===== src/rtl/ex_muldiv_pkg.sv =====
// Shared decode constants, FSM encoding and small arithmetic helpers
// for the execute-stage RV32M multiply/divide unit.
package ex_muldiv_pkg;

  localparam int DATA_W = 32;

  localparam logic [6:0] OPCODE_OP     = 7'b0110011;
  localparam logic [6:0] FUNCT7_MULDIV = 7'b0000001;

  localparam logic [2:0] F3_MUL    = 3'b000;
  localparam logic [2:0] F3_MULH   = 3'b001;
  localparam logic [2:0] F3_MULHSU = 3'b010;
  localparam logic [2:0] F3_MULHU  = 3'b011;
  localparam logic [2:0] F3_DIV    = 3'b100;
  localparam logic [2:0] F3_DIVU   = 3'b101;
  localparam logic [2:0] F3_REM    = 3'b110;
  localparam logic [2:0] F3_REMU   = 3'b111;

  typedef enum logic [1:0] {
    ST_IDLE = 2'd0,
    ST_DIV  = 2'd1,
    ST_DONE = 2'd2
  } state_t;

  // Two's-complement negation of a data word.
  function automatic logic [DATA_W-1:0] neg_word(input logic [DATA_W-1:0] v);
    return ~v + {{(DATA_W-1){1'b0}}, 1'b1};
  endfunction

  // Conditional negation used for operand magnitudes and result sign fixups.
  function automatic logic [DATA_W-1:0] cond_neg(input logic               neg,
                                                 input logic [DATA_W-1:0] v);
    return neg ? neg_word(v) : v;
  endfunction

endpackage


===== src/rtl/ex_muldiv_div_core.sv =====
// Iterative unsigned restoring divider: one quotient bit per cycle, 32 cycles.
// quotient/remainder present the result of the step taken this cycle; valid when done=1.
module ex_muldiv_div_core
  import ex_muldiv_pkg::*;
(
  input  logic              clk,
  input  logic              rst,
  input  logic              flush,
  input  logic              start,
  input  logic [DATA_W-1:0] dividend,
  input  logic [DATA_W-1:0] divisor,
  output logic              done,
  output logic [DATA_W-1:0] quotient,
  output logic [DATA_W-1:0] remainder
);

  logic              running;
  logic [4:0]        count;
  logic [DATA_W-1:0] rem_q;
  logic [DATA_W-1:0] quo_q;
  logic [DATA_W-1:0] dsr_q;
  logic [DATA_W:0]   shifted;
  logic [DATA_W:0]   diff;

  // One restoring step: shift in the next dividend bit, trial-subtract, keep if non-negative.
  always_comb begin
    shifted = {rem_q, quo_q[DATA_W-1]};
    diff    = shifted - {1'b0, dsr_q};
    if (diff[DATA_W] == 1'b0) begin
      remainder = diff[DATA_W-1:0];
      quotient  = {quo_q[DATA_W-2:0], 1'b1};
    end else begin
      remainder = shifted[DATA_W-1:0];
      quotient  = {quo_q[DATA_W-2:0], 1'b0};
    end
  end

  assign done = running & (count == 5'd0);

  // Iteration state: load on start, step while running, stop on flush or last step.
  always_ff @(posedge clk) begin
    if (rst) begin
      running <= 1'b0;
      count   <= 5'd0;
      rem_q   <= {DATA_W{1'b0}};
      quo_q   <= {DATA_W{1'b0}};
      dsr_q   <= {DATA_W{1'b0}};
    end else if (flush) begin
      running <= 1'b0;
    end else if (start) begin
      running <= 1'b1;
      count   <= 5'd31;
      rem_q   <= {DATA_W{1'b0}};
      quo_q   <= dividend;
      dsr_q   <= divisor;
    end else if (running) begin
      rem_q <= remainder;
      quo_q <= quotient;
      if (count == 5'd0) begin
        running <= 1'b0;
      end else begin
        count <= count - 5'd1;
      end
    end
  end

endmodule


===== src/rtl/ex_muldiv.sv =====
// Execute-stage RV32M multiply/divide unit: single-cycle multiplies and divide
// special cases, 32-cycle restoring divide that stalls the front of the pipeline.
module ex_muldiv
  import ex_muldiv_pkg::*;
#(
  parameter int XLEN = 32
) (
  input  logic            clk,
  input  logic            rst,
  input  logic            in_valid,
  input  logic [6:0]      opcode_i,
  input  logic [6:0]      funct7_i,
  input  logic [2:0]      funct3_i,
  input  logic [XLEN-1:0] rs1_data_i,
  input  logic [XLEN-1:0] rs2_data_i,
  input  logic            rd_we_i,
  input  logic [4:0]      rd_addr_i,
  input  logic            flush_i,
  output logic            in_ready,
  output logic            busy,
  output logic            out_valid,
  output logic [XLEN-1:0] result,
  output logic            rd_we,
  output logic [4:0]      rd_addr
);

  state_t state;
  state_t next_state;

  logic [2:0]      op_f3;
  logic            op_rd_we;
  logic [4:0]      op_rd_addr;
  logic            op_sign_q;
  logic            op_sign_r;
  logic            done_pulse;

  logic            is_m;
  logic            accept;
  logic            capture;
  logic            load_out;
  logic            div_start;
  logic [XLEN-1:0] next_result;
  logic            next_rd_we;
  logic [4:0]      next_rd_addr;

  logic            a_signed;
  logic            b_signed;
  logic [63:0]     mul_a;
  logic [63:0]     mul_b;
  logic [63:0]     product;
  logic [XLEN-1:0] mul_res;

  logic            div_signed;
  logic            div_zero;
  logic            div_ovf;
  logic [XLEN-1:0] special_res;
  logic            sign_q;
  logic            sign_r;
  logic [XLEN-1:0] abs_a;
  logic [XLEN-1:0] abs_b;

  logic            core_done;
  logic [XLEN-1:0] core_quo;
  logic [XLEN-1:0] core_rem;
  logic [XLEN-1:0] div_res;

  assign is_m   = in_valid & (opcode_i == OPCODE_OP) & (funct7_i == FUNCT7_MULDIV);
  assign accept = is_m & in_ready & ~flush_i;

  // Sign-extend to 64 bits per operand signedness; the low 64 product bits are then exact.
  assign a_signed = ~(funct3_i[1] & funct3_i[0]);
  assign b_signed = ~funct3_i[1];
  assign mul_a    = {{32{a_signed & rs1_data_i[XLEN-1]}}, rs1_data_i};
  assign mul_b    = {{32{b_signed & rs2_data_i[XLEN-1]}}, rs2_data_i};
  assign product  = mul_a * mul_b;
  assign mul_res  = (funct3_i[1:0] == 2'b00) ? product[31:0] : product[63:32];

  assign div_signed = ~funct3_i[0];
  assign div_zero   = (rs2_data_i == {XLEN{1'b0}});
  assign div_ovf    = div_signed & (rs1_data_i == 32'h8000_0000) & (rs2_data_i == 32'hFFFF_FFFF);
  assign sign_q     = div_signed & (rs1_data_i[XLEN-1] ^ rs2_data_i[XLEN-1]);
  assign sign_r     = div_signed & rs1_data_i[XLEN-1];
  assign abs_a      = cond_neg(sign_r, rs1_data_i);
  assign abs_b      = cond_neg(div_signed & rs2_data_i[XLEN-1], rs2_data_i);

  // Special-case result: divide-by-zero first, then signed overflow.
  always_comb begin
    special_res = {XLEN{1'b0}};
    if (div_zero) begin
      special_res = funct3_i[1] ? rs1_data_i : 32'hFFFF_FFFF;
    end else if (div_ovf) begin
      special_res = funct3_i[1] ? 32'h0000_0000 : 32'h8000_0000;
    end else begin
      special_res = {XLEN{1'b0}};
    end
  end

  assign div_res = op_f3[1] ? cond_neg(op_sign_r, core_rem) : cond_neg(op_sign_q, core_quo);

  ex_muldiv_div_core u_div_core (
    .clk       (clk),
    .rst       (rst),
    .flush     (flush_i),
    .start     (div_start),
    .dividend  (abs_a),
    .divisor   (abs_b),
    .done      (core_done),
    .quotient  (core_quo),
    .remainder (core_rem)
  );

  // Next-state and output-load decode; flush overrides every transition.
  always_comb begin
    next_state   = state;
    capture      = 1'b0;
    load_out     = 1'b0;
    div_start    = 1'b0;
    next_result  = result;
    next_rd_we   = rd_we;
    next_rd_addr = rd_addr;
    case (state)
      ST_IDLE: begin
        if (accept) begin
          capture = 1'b1;
          if (!funct3_i[2]) begin
            next_state   = ST_DONE;
            load_out     = 1'b1;
            next_result  = mul_res;
            next_rd_we   = rd_we_i;
            next_rd_addr = rd_addr_i;
          end else if (div_zero || div_ovf) begin
            next_state   = ST_DONE;
            load_out     = 1'b1;
            next_result  = special_res;
            next_rd_we   = rd_we_i;
            next_rd_addr = rd_addr_i;
          end else begin
            next_state = ST_DIV;
            div_start  = 1'b1;
          end
        end else begin
          next_state = ST_IDLE;
        end
      end
      ST_DIV: begin
        if (flush_i) begin
          next_state = ST_IDLE;
        end else if (core_done) begin
          next_state   = ST_DONE;
          load_out     = 1'b1;
          next_result  = div_res;
          next_rd_we   = op_rd_we;
          next_rd_addr = op_rd_addr;
        end else begin
          next_state = ST_DIV;
        end
      end
      ST_DONE: begin
        next_state = ST_IDLE;
      end
      default: begin
        next_state = ST_IDLE;
      end
    endcase
  end

  // State register plus captured op context and registered outputs.
  always_ff @(posedge clk) begin
    if (rst) begin
      state      <= ST_IDLE;
      op_f3      <= 3'b000;
      op_rd_we   <= 1'b0;
      op_rd_addr <= 5'd0;
      op_sign_q  <= 1'b0;
      op_sign_r  <= 1'b0;
      done_pulse <= 1'b0;
      result     <= {XLEN{1'b0}};
      rd_we      <= 1'b0;
      rd_addr    <= 5'd0;
    end else begin
      state      <= next_state;
      done_pulse <= load_out;
      if (capture) begin
        op_f3      <= funct3_i;
        op_rd_we   <= rd_we_i;
        op_rd_addr <= rd_addr_i;
        op_sign_q  <= sign_q;
        op_sign_r  <= sign_r;
      end
      if (load_out) begin
        result  <= next_result;
        rd_we   <= next_rd_we;
        rd_addr <= next_rd_addr;
      end
    end
  end

  // A flush arriving in the DONE cycle kills the result as well.
  assign out_valid = done_pulse & ~flush_i;
  assign in_ready  = (state == ST_IDLE);
  assign busy      = (state != ST_IDLE);

endmodule


===== config.mk =====
export PLATFORM = sky130hd
export DESIGN_NAME = ex_muldiv
export DESIGN_NICKNAME = d
export VERILOG_FILES = /design/src/rtl/ex_muldiv_pkg.sv /design/src/rtl/ex_muldiv_div_core.sv /design/src/rtl/ex_muldiv.sv
export SDC_FILE = /design/constraint.sdc
export NUM_CORES = 2
export LEC_CHECK = 0
export BUFFER_PORTS_ARGS = -buffer_cell sky130_fd_sc_hd__buf_4
export CAP_MARGIN = 20
export CORE_MARGIN = 2
export CORE_UTILIZATION = 41
export CTS_BUF_LIST = sky130_fd_sc_hd__clkbuf_8
export DETAILED_ROUTE_END_ITERATION = 6
export RECOVER_POWER = 100
export SYNTH_ARGS = -nofsm -noshare
export SYNTH_HDL_FRONTEND = slang
export SYNTH_HIERARCHICAL = 1
export SYNTH_SLANG_ARGS = --single-unit

===== constraint.sdc =====
create_clock -name clk -period 21.8 [get_ports clk]
set_input_delay 1.09 -clock clk [delete_from_list [all_inputs] [get_ports clk]]
set_output_delay 1.09 -clock clk [all_outputs]
set_load 0.02 [all_outputs]

==> impl_metrics.json <==
{
  "outcome": "finished with violations",
  "violations": "max-capacitance violations, max-slew violations",
  "ys_seq_area_frac": 0.05970,
  "portBuffers": 131,
  "dr.pass1.iters": 6,
  "coreArea_um2": 122200,
  "maxSlewViolCount": 275,
  "wirelength_um": 164600,
  "cts_buffer_depth": 2,
  "pin_count": 132,
  "final.setup_skew_ns": 0.01773,
  "ant_nets": 0,
  "synth_seq_cells": 151,
  "fin_crit_sh": 0.5400,
  "syn_inst": 5894,
  "drive_above_1_share": 0.04184,
  "grt_overflow_total": 0,
  "cts_resized": 0,
  "yosysWarningCount": 6,
  "critPathLaunchType": "primary input",
  "end_kind": "flop",
  "die-area_um2": 126300,
  "numCtsBuffers": 17,
  "worst_slack_ns": 10.03,
  "critPathKind": "in2reg",
  "tightest_slew_ns": 2.918,
  "routedWlPerCell_um": 22.48,
  "maxCapViolCount": 7,
  "crit_required_ns": 22.18,
  "drc": 0,
  "cts_tree": "yes",
  "rsz0062_at_grt": "false",
  "syn-num-nets": 7363,
  "cts.sinks": 151,
  "layout-area-overhead-vs-synth_pct": 3.919,
  "hp-class": "reg2reg",
  "gr-usage-all-layers": 0.2667,
  "clock_latency_ns": 0.51,
  "cts_setup_buffers": 0,
  "gp_congestion": 0.9447,
  "post-place-ws_ns": 11.37,
  "hold_violations": 0,
  "hpwlAfterDp_um": 124700,
  "synth_area_um2": 50630,
  "setup_viol": 0,
  "grt_start_max_net_pins": 66,
  "antenna_found_initial": 17,
  "rows": 128,
  "synth_cell_types": 88,
  "dieHeight_um": 355.4,
  "num-nets-final": 7145,
  "hold_buffers": 0,
  "chipWidth_um": 355.4,
  "grt_pass1_wl_um": 257500,
  "avgSynthCellArea_um2": 8.591,
  "crit_arrival_ns": 12.15,
  "ctsHtreeMaxLevel": 4,
  "clkSlewWorstSetupHoldPaths_ns": 0.09,
  "synthArstFlopShare": 0,
  "grt_pass1_vias": 42170,
  "max_freq_mhz": 84.95,
  "cts-root-buf": "clkbuf_8",
  "vias": 40370,
  "relSlewSlack": -0.9455,
  "reg2reg_setup_slack_ns": 12.19,
  "cp_max_fo": 65,
  "layout_min_cycle_time_ns": 11.77,
  "ys.flop_type": "dfxtp_1",
  "drt_iter0_markers": 3359,
  "viasPerCell": 5.512,
  "synth-edff-count": 0,
  "initial_core_util": 0.4144,
  "finalSetupTns_ns": 0,
  "fillerInstances": 12190
}
worst paths after layout:
check | startpoint | to | cells after the start
max | rs1_data_i[9] | u_div_core/rem_q[27] | 14
min | u_div_core/dsr_q[10] | u_div_core/dsr_q[10] | 2
max reg2reg | done_pulse | u_div_core/rem_q[27] | 14
min reg2reg | u_div_core/dsr_q[10] | u_div_core/dsr_q[10] | 2
worst max-delay path, cell delays in order:
cell and delay (ns):
clkbuf_1 1.26, clkbuf_1 1.15, nor4_1 0.33, nand3_1 0.48, or3b_1 0.35, o211ai_1 0.28, nor2_4 0.14, clkbuf_1 2.01
nor2_1 0.29, nor2_4 0.17, clkbuf_1 2.06, nor2_1 1.71, a32oi_1 0.60, o21ai_0 0.14
flip-flops by register name, summed over array words and instances, names as in the netlist, 5 cells and up:
name	cells
u_div_core/count	5
u_div_core/quo_q	32
u_div_core/dsr_q	32
rd_addr	5
result	32
op_rd_addr	5
u_div_core/rem_q	32
layer usage:
metal  wire length, µm  global-route usage  vias up
li1                  -                   -    17550
met1             70420              0.3718    20860
met2             74670              0.4227     1665
met3             13860             0.04733      288
met4              5580             0.08161       10
met5                59                   0        -
through the flow:
| step | hold WS [ns] | util | cell area (µm²) | cells |
|---|---|---|---|---|
| floorplan | 0.4363 | - | 50630 | 5894 |
| global route | 0.4803 | 0.4305 | 52610 | 7318 |
| global placement | 0.4451 | 0.4286 | 52370 | 7282 |
| detailed placement | 0.4482 | 0.4286 | 52370 | 7282 |
| finish | 0.4582 | 0.4306 | 52620 | 7323 |
| CTS | 0.4615 | 0.4322 | 52810 | 7314 |
layout make-up:
type	count	area, µm²	share of cell area
diodes	9	22.52	0.0004280
clock buffers	17	234.0	0.004447
clock inverters	15	209.0	0.003971
inverters	1170	4392	0.08346
multi-input cells	4157	41540	0.7895
flip-flops and latches	151	3024	0.05747
well taps	1625	2033	0.03864
repair buffers	179	1160	0.02204
layout by cell type (no fill, tap or decap), types with 25 or more instances in the layout:
cell type / instances
fa_1: 1126
o211ai_1: 25
nand3_1: 45
mux2i_1: 54
ha_1: 252
a21oi_1: 192
nand2_1: 928
xnor2_1: 122
clkbuf_1: 49
nor3_1: 65
and2_1: 366
inv_1: 1169
o21ai_0: 138
dfxtp_1: 150
xor2_1: 82
o31ai_1: 34
nand4_1: 43
buf_4: 129
a21o_1: 30
a22o_1: 26
nor2_1: 188
a211oi_1: 52
cell usage after synthesis (15+ instances only):
master / n / area, µm²
or3_1: 17 / 106.4
fa_1: 1126 / 22540
o21ai_0: 130 / 650.6
o31ai_1: 34 / 255.2
and2_1: 367 / 2296
mux2_4: 24 / 360.4
buf_1: 53 / 198.9
nand2_1: 928 / 3483
o21ai_1: 17 / 85.08
o21a_1: 16 / 120.1
mux2i_1: 54 / 540.5
nand4_1: 43 / 269.0
xor2_1: 82 / 718.2
xnor2_1: 122 / 1069
nand2b_1: 24 / 150.1
a211oi_1: 52 / 390.4
buf_4: 34 / 255.2
ha_1: 252 / 3153
a21oi_1: 192 / 960.9
o211ai_1: 25 / 187.7
clkbuf_1: 317 / 1190
o41ai_1: 23 / 201.4
a21o_1: 30 / 225.2
inv_1: 1169 / 4388
nor2_1: 191 / 716.9
o21bai_1: 15 / 112.6
a311oi_1: 15 / 131.4
nor4_1: 20 / 125.1
dfxtp_1: 151 / 3023
a22o_1: 26 / 227.7
nand3_1: 45 / 225.2
nor3_1: 67 / 335.3
logic make-up (layout without fill, tap and decap cells):
logic type,count (synthesis),count (layout),share of synthesized area
buffers and inverters,1586,1381,0.1205
adder cells (fa/ha/maj),1378,1378,0.5075
XOR/XNOR,204,204,0.03529
other,0,9,0
flip-flops,151,151,0.05970
multiplexers,85,85,0.01935
AND/OR/NAND/NOR,1788,1788,0.1656
AO/OA/AOI/OAI,702,702,0.09214
Power is not shown: default switching activity piles up to over one toggle a cycle in this logic, so the estimate is an artifact.
